### src/rtl/imem_loader_pkg.sv
// Shared types and constants for the instruction-memory boot loader.
package imem_loader_pkg;

   typedef enum logic [2:0] {
      S_IDLE,
      S_HDR_LO,
      S_HDR_HI,
      S_DATA,
      S_CSUM,
      S_DONE,
      S_ERR
   } state_e;

   localparam int HDR_BYTES  = 2;
   localparam int WORD_BYTES = 4;
   localparam int CNT_W      = 8 * HDR_BYTES;
   localparam int WORD_W     = 8 * WORD_BYTES;
   localparam int BCNT_W     = $clog2(WORD_BYTES);

endpackage

### src/rtl/imem_word_assembler.sv
// Little-endian byte-to-word shifter; flags the byte that completes a word.
module imem_word_assembler
   import imem_loader_pkg::*;
(
   input  logic              clk,
   input  logic              rst_n,
   input  logic              clear,
   input  logic              byte_en,
   input  logic [7:0]        byte_data,
   output logic              word_last,
   output logic [WORD_W-1:0] word_nxt
);

   logic [WORD_W-1:0] sr_q, sr_d;
   logic [BCNT_W-1:0] cnt_q, cnt_d;

   // Bytes enter at the top so the first byte ends up in bits 7:0.
   assign word_nxt  = {byte_data, sr_q[WORD_W-1:8]};
   assign word_last = byte_en && (cnt_q == BCNT_W'(WORD_BYTES - 1));

   always_comb begin
      sr_d  = sr_q;
      cnt_d = cnt_q;
      if (clear) begin
         sr_d  = '0;
         cnt_d = '0;
      end else if (byte_en) begin
         sr_d  = word_nxt;
         cnt_d = cnt_q + 1'b1;
      end
   end

   always_ff @(posedge clk or negedge rst_n) begin
      if (!rst_n) begin
         sr_q  <= '0;
         cnt_q <= '0;
      end else begin
         sr_q  <= sr_d;
         cnt_q <= cnt_d;
      end
   end

endmodule

### src/rtl/imem_loader.sv
// Streams a length-prefixed program into instruction memory and holds the core until done.
// Optional trailing XOR checksum byte enabled by IMEM_LOADER_CHECKSUM_EN.
module imem_loader
   import imem_loader_pkg::*;
#(
   parameter logic [31:0] BASE_ADDR   = 32'h0000_0000,
   parameter int          DEPTH_WORDS = 1024
) (
   input  logic        clk,
   input  logic        rst_n,
   input  logic        start,
   input  logic        byte_valid,
   input  logic [7:0]  byte_data,
   output logic        byte_ready,
   output logic        imem_we,
   output logic [31:0] imem_addr,
   output logic [31:0] imem_wdata,
   output logic        cpu_hold,
   output logic        done,
   output logic        error
);

   localparam logic [31:0] DEPTH_U = 32'(DEPTH_WORDS);
`ifdef IMEM_LOADER_CHECKSUM_EN
   localparam state_e END_ST = S_CSUM;
`else
   localparam state_e END_ST = S_DONE;
`endif

   state_e            state_q, state_d;
   logic [CNT_W-1:0]  n_q, n_d, wcnt_q, wcnt_d, hdr_n;
   logic [31:0]       addr_q, addr_d, wdata_q, wdata_d;
   logic              we_q, we_d, ready_q, ready_d, hold_q, hold_d;
   logic              done_q, done_d, err_q, err_d;
   logic              byte_acc, data_acc, launch, word_last;
   logic [WORD_W-1:0] word_nxt;
`ifdef IMEM_LOADER_CHECKSUM_EN
   logic [7:0]        csum_q, csum_d;
`endif

   assign byte_acc = byte_valid && ready_q;
   // Once all N words are assembled, stray bytes must not start another word.
   assign data_acc = (state_q == S_DATA) && byte_acc && (wcnt_q != n_q);
   assign launch   = start && (state_q == S_IDLE || state_q == S_DONE || state_q == S_ERR);

   imem_word_assembler u_asm (
      .clk       (clk),
      .rst_n     (rst_n),
      .clear     (launch),
      .byte_en   (data_acc),
      .byte_data (byte_data),
      .word_last (word_last),
      .word_nxt  (word_nxt)
   );

   always_comb begin
      state_d = state_q;
      n_d     = n_q;
      wcnt_d  = wcnt_q;
      addr_d  = addr_q;
      wdata_d = wdata_q;
      we_d    = word_last;
      hdr_n   = {byte_data, n_q[7:0]};
`ifdef IMEM_LOADER_CHECKSUM_EN
      csum_d  = data_acc ? (csum_q ^ byte_data) : csum_q;
`endif
      if (word_last) begin
         wdata_d = word_nxt;
         wcnt_d  = wcnt_q + 1'b1;
      end
      if (we_q) addr_d = addr_q + 32'd4;

      case (state_q)
         S_IDLE, S_DONE, S_ERR: if (start) state_d = S_HDR_LO;
         S_HDR_LO: if (byte_acc) begin
            n_d[7:0] = byte_data;
            state_d  = S_HDR_HI;
         end
         S_HDR_HI: if (byte_acc) begin
            n_d = hdr_n;
            if (32'(hdr_n) > DEPTH_U) state_d = S_ERR;
            else if (hdr_n == '0)     state_d = END_ST;
            else                      state_d = S_DATA;
         end
`ifdef IMEM_LOADER_CHECKSUM_EN
         // Leave on the last byte so a trailing byte in the write cycle is the checksum.
         S_DATA: if (word_last && (wcnt_q + 1'b1 == n_q)) state_d = S_CSUM;
         S_CSUM: if (byte_acc) state_d = (byte_data == csum_q) ? S_DONE : S_ERR;
`else
         // Stay through the final write cycle so done never overlaps imem_we.
         S_DATA: if (we_q && (wcnt_q == n_q)) state_d = S_DONE;
`endif
         default: state_d = S_IDLE;
      endcase

      if (launch) begin
         addr_d = BASE_ADDR;
         wcnt_d = '0;
`ifdef IMEM_LOADER_CHECKSUM_EN
         csum_d = '0;
`endif
      end

      ready_d = (state_d == S_HDR_LO) || (state_d == S_HDR_HI) ||
                (state_d == S_DATA)   || (state_d == S_CSUM);
      hold_d  = (state_d != S_DONE);
      done_d  = (state_d == S_DONE);
      err_d   = (state_d == S_ERR);
   end

   always_ff @(posedge clk or negedge rst_n) begin
      if (!rst_n) begin
         state_q <= S_IDLE;
         n_q     <= '0;
         wcnt_q  <= '0;
         addr_q  <= BASE_ADDR;
         wdata_q <= '0;
         we_q    <= 1'b0;
         ready_q <= 1'b0;
         hold_q  <= 1'b1;
         done_q  <= 1'b0;
         err_q   <= 1'b0;
`ifdef IMEM_LOADER_CHECKSUM_EN
         csum_q  <= '0;
`endif
      end else begin
         state_q <= state_d;
         n_q     <= n_d;
         wcnt_q  <= wcnt_d;
         addr_q  <= addr_d;
         wdata_q <= wdata_d;
         we_q    <= we_d;
         ready_q <= ready_d;
         hold_q  <= hold_d;
         done_q  <= done_d;
         err_q   <= err_d;
`ifdef IMEM_LOADER_CHECKSUM_EN
         csum_q  <= csum_d;
`endif
      end
   end

   assign byte_ready = ready_q;
   assign imem_we    = we_q;
   assign imem_addr  = addr_q;
   assign imem_wdata = wdata_q;
   assign cpu_hold   = hold_q;
   assign done       = done_q;
   assign error      = err_q;

endmodule

### config.mk
export PLATFORM = sky130hd
export DESIGN_NAME = imem_loader
export DESIGN_NICKNAME = d
export VERILOG_FILES = /design/src/rtl/imem_loader_pkg.sv /design/src/rtl/imem_word_assembler.sv /design/src/rtl/imem_loader.sv
export SDC_FILE = /design/constraint.sdc
export NUM_CORES = 1
export LEC_CHECK = 0
export CORE_ASPECT_RATIO = 1.4
export CORE_MARGIN = 1
export CORE_UTILIZATION = 40
export DETAILED_ROUTE_END_ITERATION = 8
export HOLD_SLACK_MARGIN = 0.06
export PLACE_DENSITY = 0.66
export SYNTH_ARGS = -nofsm -noshare
export SYNTH_HDL_FRONTEND = slang
export SYNTH_SLANG_ARGS = --single-unit
### constraint.sdc
create_clock -name clk -period 4.3 [get_ports clk]
set_clock_uncertainty 0.1 [all_clocks]
set_input_delay 0.645 -clock clk [delete_from_list [all_inputs] [get_ports clk]]
set_output_delay 0.645 -clock clk [all_outputs]
set_load 0.005 [all_outputs]
## After elaboration in Yosys (flattened, before gate mapping)

Index checks and enable logic that the tools add are counted.

| word-level totals | value |
|---|---|
| latch bits | 0 |
| flip-flop bits (word level) | 138 |
| input port bits | 12 |
| memories kept | 0 |
| bits in read-only memories | 0 |
| RAM bits | 0 |
| output and inout port bits | 69 |

| operators by class | value |
|---|---|
| divide/modulo/power cells | 0 |
| multiply operators | 0 |
| bitwise gates (word level) | 1 |
| magnitude comparators | 1 |
| $add $sub $neg | 3 |
| muxes and demuxes | 17 |
| reduce and logical (&&, ||, !) cells | 19 |
| equal/unequal tests | 15 |
| shift-type cells | 0 |

Operators by type and width:

| cell | count |
|---|---|
| 32-bit two-way mux | 4 |
| 32-bit by 3-bit adder with 32-bit output (second input constant) | 1 |
| 16-bit two-way mux | 2 |
| 3-bit two-way mux | 6 |
| 16-bit by 1-bit adder with 16-bit output (second input constant) | 1 |
| 16-bit equality test | 1 |
| 16-bit by 11-bit > comparator with 1-bit output (second input constant) | 1 |
| 16-bit zero test | 1 |
| 16-bit inequality test | 1 |
| 8-bit case mux with 2 select lines | 1 |
| 3-bit equality test (second input constant) | 5 |
| 3-bit by 2-bit equality test with 1-bit output (second input constant) | 4 |
| 3-bit case mux with 4 select lines | 1 |
| 8-bit two-way mux | 1 |
| 3-bit by 1-bit equality test with 1-bit output (second input constant) | 2 |
| 1-bit logical AND | 6 |
| 2-bit nonzero test | 3 |
| 1-bit logical OR | 5 |
| 2-bit two-way mux | 2 |
| 3-bit zero test | 1 |
| 3-bit inequality test (second input constant) | 1 |
| 3-bit AND reduction | 1 |
| 3-bit OR reduction | 1 |
| 2-bit by 1-bit adder with 2-bit output (second input constant) | 1 |
| 3 further kinds | 3 |

## Depth between registers and ports, before layout

Gate-level depths: netlist of the first run.

| depth | value |
|---|---|
| word-level depth | 9 |
| depth in mapped cells | 8 |

## By module

A second synthesis of the first run with hierarchy kept.

| second synthesis, totals | value |
|---|---|
| cell total of the unflattened synthesis | 517 |
| area total of the unflattened synthesis | 5,911.9 um2 |

Modules (own cells, without submodules):

| module | sequential area each (um2) | instances | cells an instance | area each (um2) |
|---|---|---|---|---|
| imem_loader | 2,553.7 | 1 | 423 | 4,758.3 |
| imem_word_assembler | 650.6 | 1 | 94 | 1,153.6 |

## Worst setup path after synthesis of the first run

No wires, ideal clock.

| path | value |
|---|---|
| path type | input to register |
| start point | input byte_data[0] |
| end point | register ready_q (netlist: byte_ready) |
| stages | 5 |
| data arrival time | 1,813 ps |
| data required time | 4,081 ps |
| path slack | 2,268 ps |
| library setup time | 119 ps |
| buffers on the path | 0 |
| cell sequence | nor4_1 nand3_1 o41ai_1 o211ai_1 o21ba_2 |

| on the way | value |
|---|---|
| longest elaborated chain between the ends | 9 |

RTL lines:

| item | line | RTL |
|---|---|---|
| start: declaration | imem_loader.sv:13 | `input logic [7:0] byte_data,` |
| branches (longest 2 deep; another with 16-bit by 11-bit > comparator with 1-bit output) | -- |  |
| 3-bit two-way mux (*) | imem_loader.sv:81 | `if (32'(hdr_n) > DEPTH_U) state_d = S_ERR;` |
| 3-bit two-way mux (*) | imem_loader.sv:79 | `S_HDR_HI: if (byte_acc) begin` |
| 3-bit case mux with 4 select lines (*) | imem_loader.sv:73 | `case (state_q)` |
| named net state_d[1] | imem_loader.sv:30 | `state_e state_q, state_d;` |
| 3-bit by 1-bit equality test with 1-bit output or 3-bit by 2-bit equality test with 1-bit output (tied branches) | imem_loader.sv:104 | `ready_d = (state_d == S_HDR_LO) \|\| (state_d == S_HDR_HI) \|\|` |
| 1-bit logical OR (2 in series) | imem_loader.sv:104 |  |
| 1-bit logical OR (*) | imem_loader.sv:105 | `(state_d == S_DATA) \|\| (state_d == S_CSUM);` |
| named net ready_d | imem_loader.sv:33 | `logic we_q, we_d, ready_q, ready_d, hold_q, hold_d;` |
| end signal: assignment | imem_loader.sv:133 | `ready_q <= ready_d;` |
| end: declaration | imem_loader.sv:33 |  |

Mark *: on every way through the listed nets, which the timed path passes.
A chain may end at the register's enable or synchronous reset.

## Worst setup path after layout of the first run

| path | value |
|---|---|
| start point | register state_q[0] |
| end point | register wdata_q[4] (netlist: imem_wdata[4]) |

| on the way | value |
|---|---|
| longest elaborated chain between the ends | 4 |

RTL lines:

| item | line | RTL |
|---|---|---|
| start: declaration | imem_loader.sv:30 |  |
| start signal: assignment | imem_loader.sv:127 | `state_q <= state_d;` |
| 3-bit by 2-bit equality test with 1-bit output | imem_loader.sv:43 | `assign data_acc = (state_q == S_DATA) && byte_acc && (wcnt_q != n_q);` |
| 1-bit logical AND (2 in series) | imem_loader.sv:43 |  |
| 1-bit logical AND | imem_word_assembler.sv:19 | `assign word_last = byte_en && (cnt_q == BCNT_W'(WORD_BYTES - 1));` |
| end signal: assignment | imem_loader.sv:131 | `wdata_q <= wdata_d;` |
| end: declaration | imem_loader.sv:32 | `logic [31:0] addr_q, addr_d, wdata_q, wdata_d;` |

Every way passes these cells.

==> results_dict.tcl, run 1 <==
set metrics [dict create \
    portBuffers 78 \
    postCtsSetupBuffers 0 \
    rows 52 \
    cts_sinks 128 \
    use_met3 0.04688 \
    leakagePower_uw 0.003358 \
    die-area_um2 15350 \
    ys_ff_latch 128 \
    crit_chain "and2b_1 -> nand2_1 -> nor2_1 -> nand2_2 -> inv_1 -> mux2_2" \
    nets 643 \
    cp.required_ns 4.50 \
    ios 81 \
    grt_max_degree 59 \
    timing.max_cap.violations 0 \
    yosysSeqAreaShare 0.5393 \
    ys_types 49 \
    placed_cell_area_um2 6864 \
    antenna_found_initial 0 \
    diodes 0 \
    cts-hold-fix-buffers 0 \
    busiest_layer "met2" \
    cp.arrival_ns 3.08 \
    reg2reg_to "imem_wdata[4]" \
    syn_inst 553 \
    critPathMaxStageDelay_ns 0.48 \
    cts_buffers 17 \
    setup_tns_ns 0 \
    die_w_um 105.0 \
    first_pass_iters 5 \
    hold_path.class "in2async" \
    area_growth_syn_to_layout_pct 25.37 \
    crit_path_start "state_q[0]" \
    coreArea_um2 14510 \
    clk_latency_ns 0.42 \
    synth_ff_type "dfrtp_1" \
    worst_setup_path_end_kind "flip-flop" \
    hold_viol_final 0 \
    reg2reg_depth 6 \
    dieHeight_um 146.2 \
    cts.clk_slew.worst_paths_ns 0.06 \
    syn_area_per_cell_um2 10.74 \
    fmax_mhz 348.0 \
    htree_levels 4 \
    viasPerCell 5.437 \
    layout_min_cycle_time_ns 2.874 \
    place.gp.congestion 0.8684 \
    cts_root_buffer "clkbuf_16" \
    critPathKind "reg2reg" \
    reg2reg_from "state_q[0]" \
    drt_iter0_markers 279 \
    p_per_area_nw_per_um2 558.0 \
    cp_slowest_cell "dfrtp_1" \
    slew_headroom 0.1590 \
    ir_drop_mv 0.2395 \
    cts-resized-gates 0 \
    tightest_slew_ns 1.258 \
    avgRoutedWirePerCell_um 16.88 \
    grt_pass1_vias 4588 \
    layout-drive-gt1-share 0.1295 \
    start_util 0.4095 \
    grt_use_total 0.1959 \
    finalInstanceArea_um2 7450 \
    drc 0 \
    synth-async-reset-ratio 1.000 \
    finalMaxSlewViolations 0 \
    rsz0062_at_grt "false" \
    r2r_slack_ns 1.43 \
    cp-start-kind "flip-flop" \
    grt_util_met1 0.2319 \
    syn_area_um2 5942 \
    antenna_left 0 \
    setup_viol 0 \
    wl_mm 14.01 \
    cp_max_fo 25 \
    outcome "completed" \
    cts_tree "yes" \
    synth_edf_count 0 \
    vias 4513 \
    fin_crit_sh 0.6684 \
    place.detailed.hpwl_mm 9.422 \
    overflow 0 \
    ys_warn_count 0 \
    clk_path_buf_depth 2 \
    use_met2 0.3321 \
    grt_pass1_wl_mm 23.43 \
]
-- registers in the layout (all words and copies together) (netlist names) --
register,cells
imem_wdata,32
imem_addr,30
u_asm.sr_q,24
n_q,16
wcnt_q,16
state_q,3
u_asm.cnt_q,2
byte_ready,1
cpu_hold,1
done,1
error,1
imem_we,1
-- worst max-delay path: cells and delay by family, from the launching register on --
family / cells / cell delay, ns
simple gates: 4 / 1.30
flops: 1 / 0.48
buf+inv: 1 / 0.47
mux: 1 / 0.39
-- area by class of cell --
| type | instances | area [um2] |
|---|---|---|
| Timing Repair Buffer | 84 | 835.8 |
| Inverter | 24 | 90.09 |
| Clock inverter | 15 | 160.2 |
| Clock buffer | 17 | 425.4 |
| Multi-Input combinational cell | 373 | 2497 |
| Tap cell | 189 | 236.5 |
| Sequential cell | 128 | 3204 |
| Fill cell | 1287 | 7059 |
-- worst max path at each step --
stage | to | slack [ns] | cells past startpoint
3_3_place_gp | imem_wdata[4] | 1.29 | 6
3_5_place_dp | imem_wdata[4] | 1.19 | 6
6_report | imem_wdata[4] | 1.43 | 6
4_1_cts | imem_wdata[4] | 1.43 | 6
2_1_floorplan | byte_ready | 2.27 | 5
5_1_grt | imem_wdata[4] | 1.14 | 6
-- through the flow --
step	power [uW]	utilization	instances	worst slack, ns	hold slack [ns]
6_report	4157	0.5135	830	1.426	0.1769
2_1_floorplan	2345	-	554	2.268	0.2494
3_5_place_dp	2758	0.4731	798	1.188	0.3862
5_1_grt	4393	0.5135	830	1.136	0.2355
4_1_cts	4198	0.5135	830	1.428	0.2042
3_3_place_gp	2708	0.4731	798	1.291	0.3707
-- where the power goes --
part / total [uW] / switching, uW / internal [uW]
registers: 1700 / 217 / 1490
logic: 1030 / 536 / 494
clock network: 1420 / 563 / 859
total: 4160 / 1320 / 2840
-- synthesized netlist by cell type (all sizes together) (12+ instances only) --
master,number,share of area
nand2,54,0.035
nand4,18,0.021
xor2,38,0.056
inv,24,0.015
mux2i,25,0.042
nor4,12,0.015
mux2,34,0.064
nand3,20,0.018
buf,18,0.019
o21ai,42,0.035
nor2,41,0.026
dfrtp,127,0.53
-- cell usage in the layout (no fill, tap or decap), types with 4 or more instances in the layout --
cell type        Yosys  routed
buf_4                5       6
inv_1               24      24
nor3_1               6       6
xnor2_1              6       6
xor2_1              38      38
o21ai_0             42      42
nand2b_1             6       6
nand4_1             17      17
clkbuf_16            0      17
nand3_1             19      19
a21oi_1             10      10
and3_1              11      11
nor4_1              11      11
dfrtp_1            127     127
clkinv_4             0       4
inv_6                0       4
nand2_1             53      53
clkdlybuf4s50_1      0      77
nor2_1              41      41
o31ai_1              8       8
mux2_2              34      34
or4_1               11      11
mux2i_1             25      25
-- routing by layer --
layer	vias to the layer above	share of wire	routed length (um)
met2	153	0.51	7188
met5	-	0	0
li1	2077	-	-
met3	39	0.043	608
met4	0	0.035	486
met1	2244	0.41	5725
-- cell families (layout without fill, tap and decap cells) --
logic type               count (synthesis)  after routing  share of synthesized area
AND/OR/NAND/NOR                        194            194                     0.1725
multiplexers                            59             59                     0.1065
AO/OA/AOI/OAI                           71             71                    0.06886
buffers and inverters                   53            140                    0.04106
adder cells (fa/ha/maj)                  3              3                   0.006318
XOR/XNOR                                44             44                    0.06486
flip-flops                             128            128                     0.5393
other                                    1              2                  0.0006311
Power figures use the tool's default switching activity.
==> run 2: changes to the inputs <==
- clock period: 4.3 -> 2.8 ns (I/O delays scaled with it)
==> run 2 against run 1 <==
Effect of this change: utilization increased by 0.80 points; non-clock buffer count increased by 13; hold slack gained 0.22 ns; power rose by 55%; combinational power is 57% higher; cell count is 1.6% higher; design area up 1.6%; routed wire length is 1.5% higher; die area unchanged; register-to-register slack worse by 1.0 ns; flip-flop and latch count unchanged; sequential power grew 55%; critical endpoint is now wcnt_q[5]; largest cell class unchanged; highest routed layer unchanged.
==> results_dict.tcl, run 2 (synthesis results as in run 1) <==
set metrics [dict create \
    rsz0062_at_grt "false" \
    cts_root_buffer "clkbuf_16" \
    critPathKind "reg2reg" \
    grt_pass1_wl_mm 23.73 \
    setup_tns_ns 0 \
    utilization 0.5215 \
    place.gp.congestion 0.8736 \
    fin_crit_sh 0.8580 \
    timing.max_cap.violations 0 \
    start_util 0.4095 \
    placed_cell_area_um2 6967 \
    die_w_um 105.0 \
    outcome "completed" \
    fmax_mhz 416.2 \
    vias 4512 \
    clk_latency_ns 0.42 \
    wl_mm 14.22 \
    cp_max_fo 38 \
    r2r_slack_ns 0.40 \
    htree_levels 4 \
    slew_headroom 0.6262 \
    grt_pass1_vias 4647 \
    grt_use_total 0.1985 \
    die-area_um2 15350 \
    antenna_left 0 \
    portBuffers 78 \
    reg2reg_to "wcnt_q[5]" \
    mostFrequentLayoutCell "dfrtp_1" \
    fin_ws_ns 0.3976 \
    largest_reg_flops 32 \
    routed-wl-met3_um 630 \
    area_growth_syn_to_layout_pct 27.33 \
    cts_buffers 17 \
    wirelength_met1_mm 5.916 \
    worst_setup_path_end_kind "flip-flop" \
    p_per_area_nw_per_um2 851.3 \
    coreArea_um2 14510 \
    finalInstanceArea_um2 7566 \
    diodes 0 \
    wl_met2_mm 7.340 \
    whs_path_depth 2 \
    layout-drive-gt1-share 0.1422 \
    holdPathEnd "n_q[9]" \
    tightest_slew_ns 0.5607 \
    pre_cts_ws_ns 0.2898 \
    viasPerCell 5.352 \
    cts_tree "yes" \
    grt_max_degree 48 \
    ir_drop_mv 0.4277 \
    antenna_found_initial 0 \
    cp-start-kind "flip-flop" \
    reg2reg_from "wcnt_q[10]" \
    drt_iter0_markers 259 \
    leakagePower_uw 0.003426 \
    setup_viol 0 \
    critPathMaxStageDelay_ns 0.46 \
    cp.required_ns 3.04 \
    top_layer_used "met4" \
    worst_hold_slack_ns 0.4017 \
    finalMaxSlewViolations 0 \
    cts.clk_slew.worst_paths_ns 0.06 \
    hold_viol_final 0 \
    reg2reg_depth 6 \
    layout_common_cells "127 x dfrtp_1, 77 x clkdlybuf4s50_1, 53 x nand2_1, 42 x o21ai_0, 41 x nor2_1" \
    critPathTopFamily "simple AND/OR/NAND/NOR gates" \
    multiInputGateArea_um2 2497 \
    crit_chain "xor2_1 -> nor4_1 -> and4_1 -> buf_4 -> or4b_1 -> mux2i_1" \
    cp_slowest_cell "dfrtp_1" \
    rows 52 \
    overflow 0 \
    cts_sinks 128 \
    regArea_um2 3204 \
    drc 0 \
    clk_path_buf_depth 2 \
    dieHeight_um 146.2 \
    layout_min_cycle_time_ns 2.402 \
    cp.arrival_ns 2.65 \
    ios 81 \
    nets 656 \
    hp-start "n_q[9]" \
    first_pass_iters 4 \
    hold_path.class "reg2reg" \
    place.detailed.hpwl_mm 9.545 \
    avgRoutedWirePerCell_um 16.87 \
    fillCellCount 1284 \
    path_buf_inv 1 \
]
## run 2: final cells by class
type,instances,area share
Multi-Input combinational cell,373,0.3301
Clock buffer,21,0.06086
Inverter,24,0.01191
Tap cell,189,0.03126
Sequential cell,128,0.4235
Timing Repair Buffer,97,0.1254
Clock inverter,11,0.01703
## run 2: worst register-to-register path, stage by stage, from the launching register on
cell and delay, ns:
dfrtp_1 0.46, xor2_1 0.17, nor4_1 0.43, and4_1 0.40
buf_4 0.39, or4b_1 0.21, mux2i_1 0.18
## run 2: how the worst max path moves through the flow
stage                                end  depth (start not counted)  startpoint  slack [ns]
final                          wcnt_q[5]                          6  wcnt_q[10]        0.40
after global routing           wcnt_q[5]                          6  wcnt_q[10]        0.31
after CTS                      wcnt_q[5]                          6  wcnt_q[10]        0.43
after detailed placement      wcnt_q[13]                          6  byte_valid        0.29
after global placement        wcnt_q[13]                          6  byte_valid        0.32
after floorplan           u_asm.sr_q[21]                          7   wcnt_q[4]        0.84
## run 2: repair_timing
item | CTS | global route
gates resized for setup | 0 | 0
buffers inserted | 0 | 0
hold buffers | 1 | 0
hold endpoints to repair | 38 | 0
## run 2: routing by layer
metal,track usage,vias up
met5,0,-
met4,0.09507,0
li1,-,2102
met3,0.04375,22
met2,0.3384,135
met1,0.2372,2253
## run 2: power by group
| group | switching [uW] | internal, uW | leakage [uW] |
|---|---|---|---|
| clock network | 830 | 1360 | 0.000284 |
| logic | 828 | 795 | 0.00141 |
| registers | 341 | 2280 | 0.00173 |
## run 2: per-stage QoR
stage | cells | total power, uW
after floorplan | 554 | 3602
after global placement | 810 | 4212
after detailed placement | 810 | 4278
after CTS | 843 | 6505
after global routing | 843 | 6794
final | 843 | 6441
==> run 3: changes to the inputs <==
- SKIP_CTS_REPAIR_TIMING: default -> 1
==> results of run 3 <==
Same layout as run 2: the final DEF is identical, and so are final timing and power.
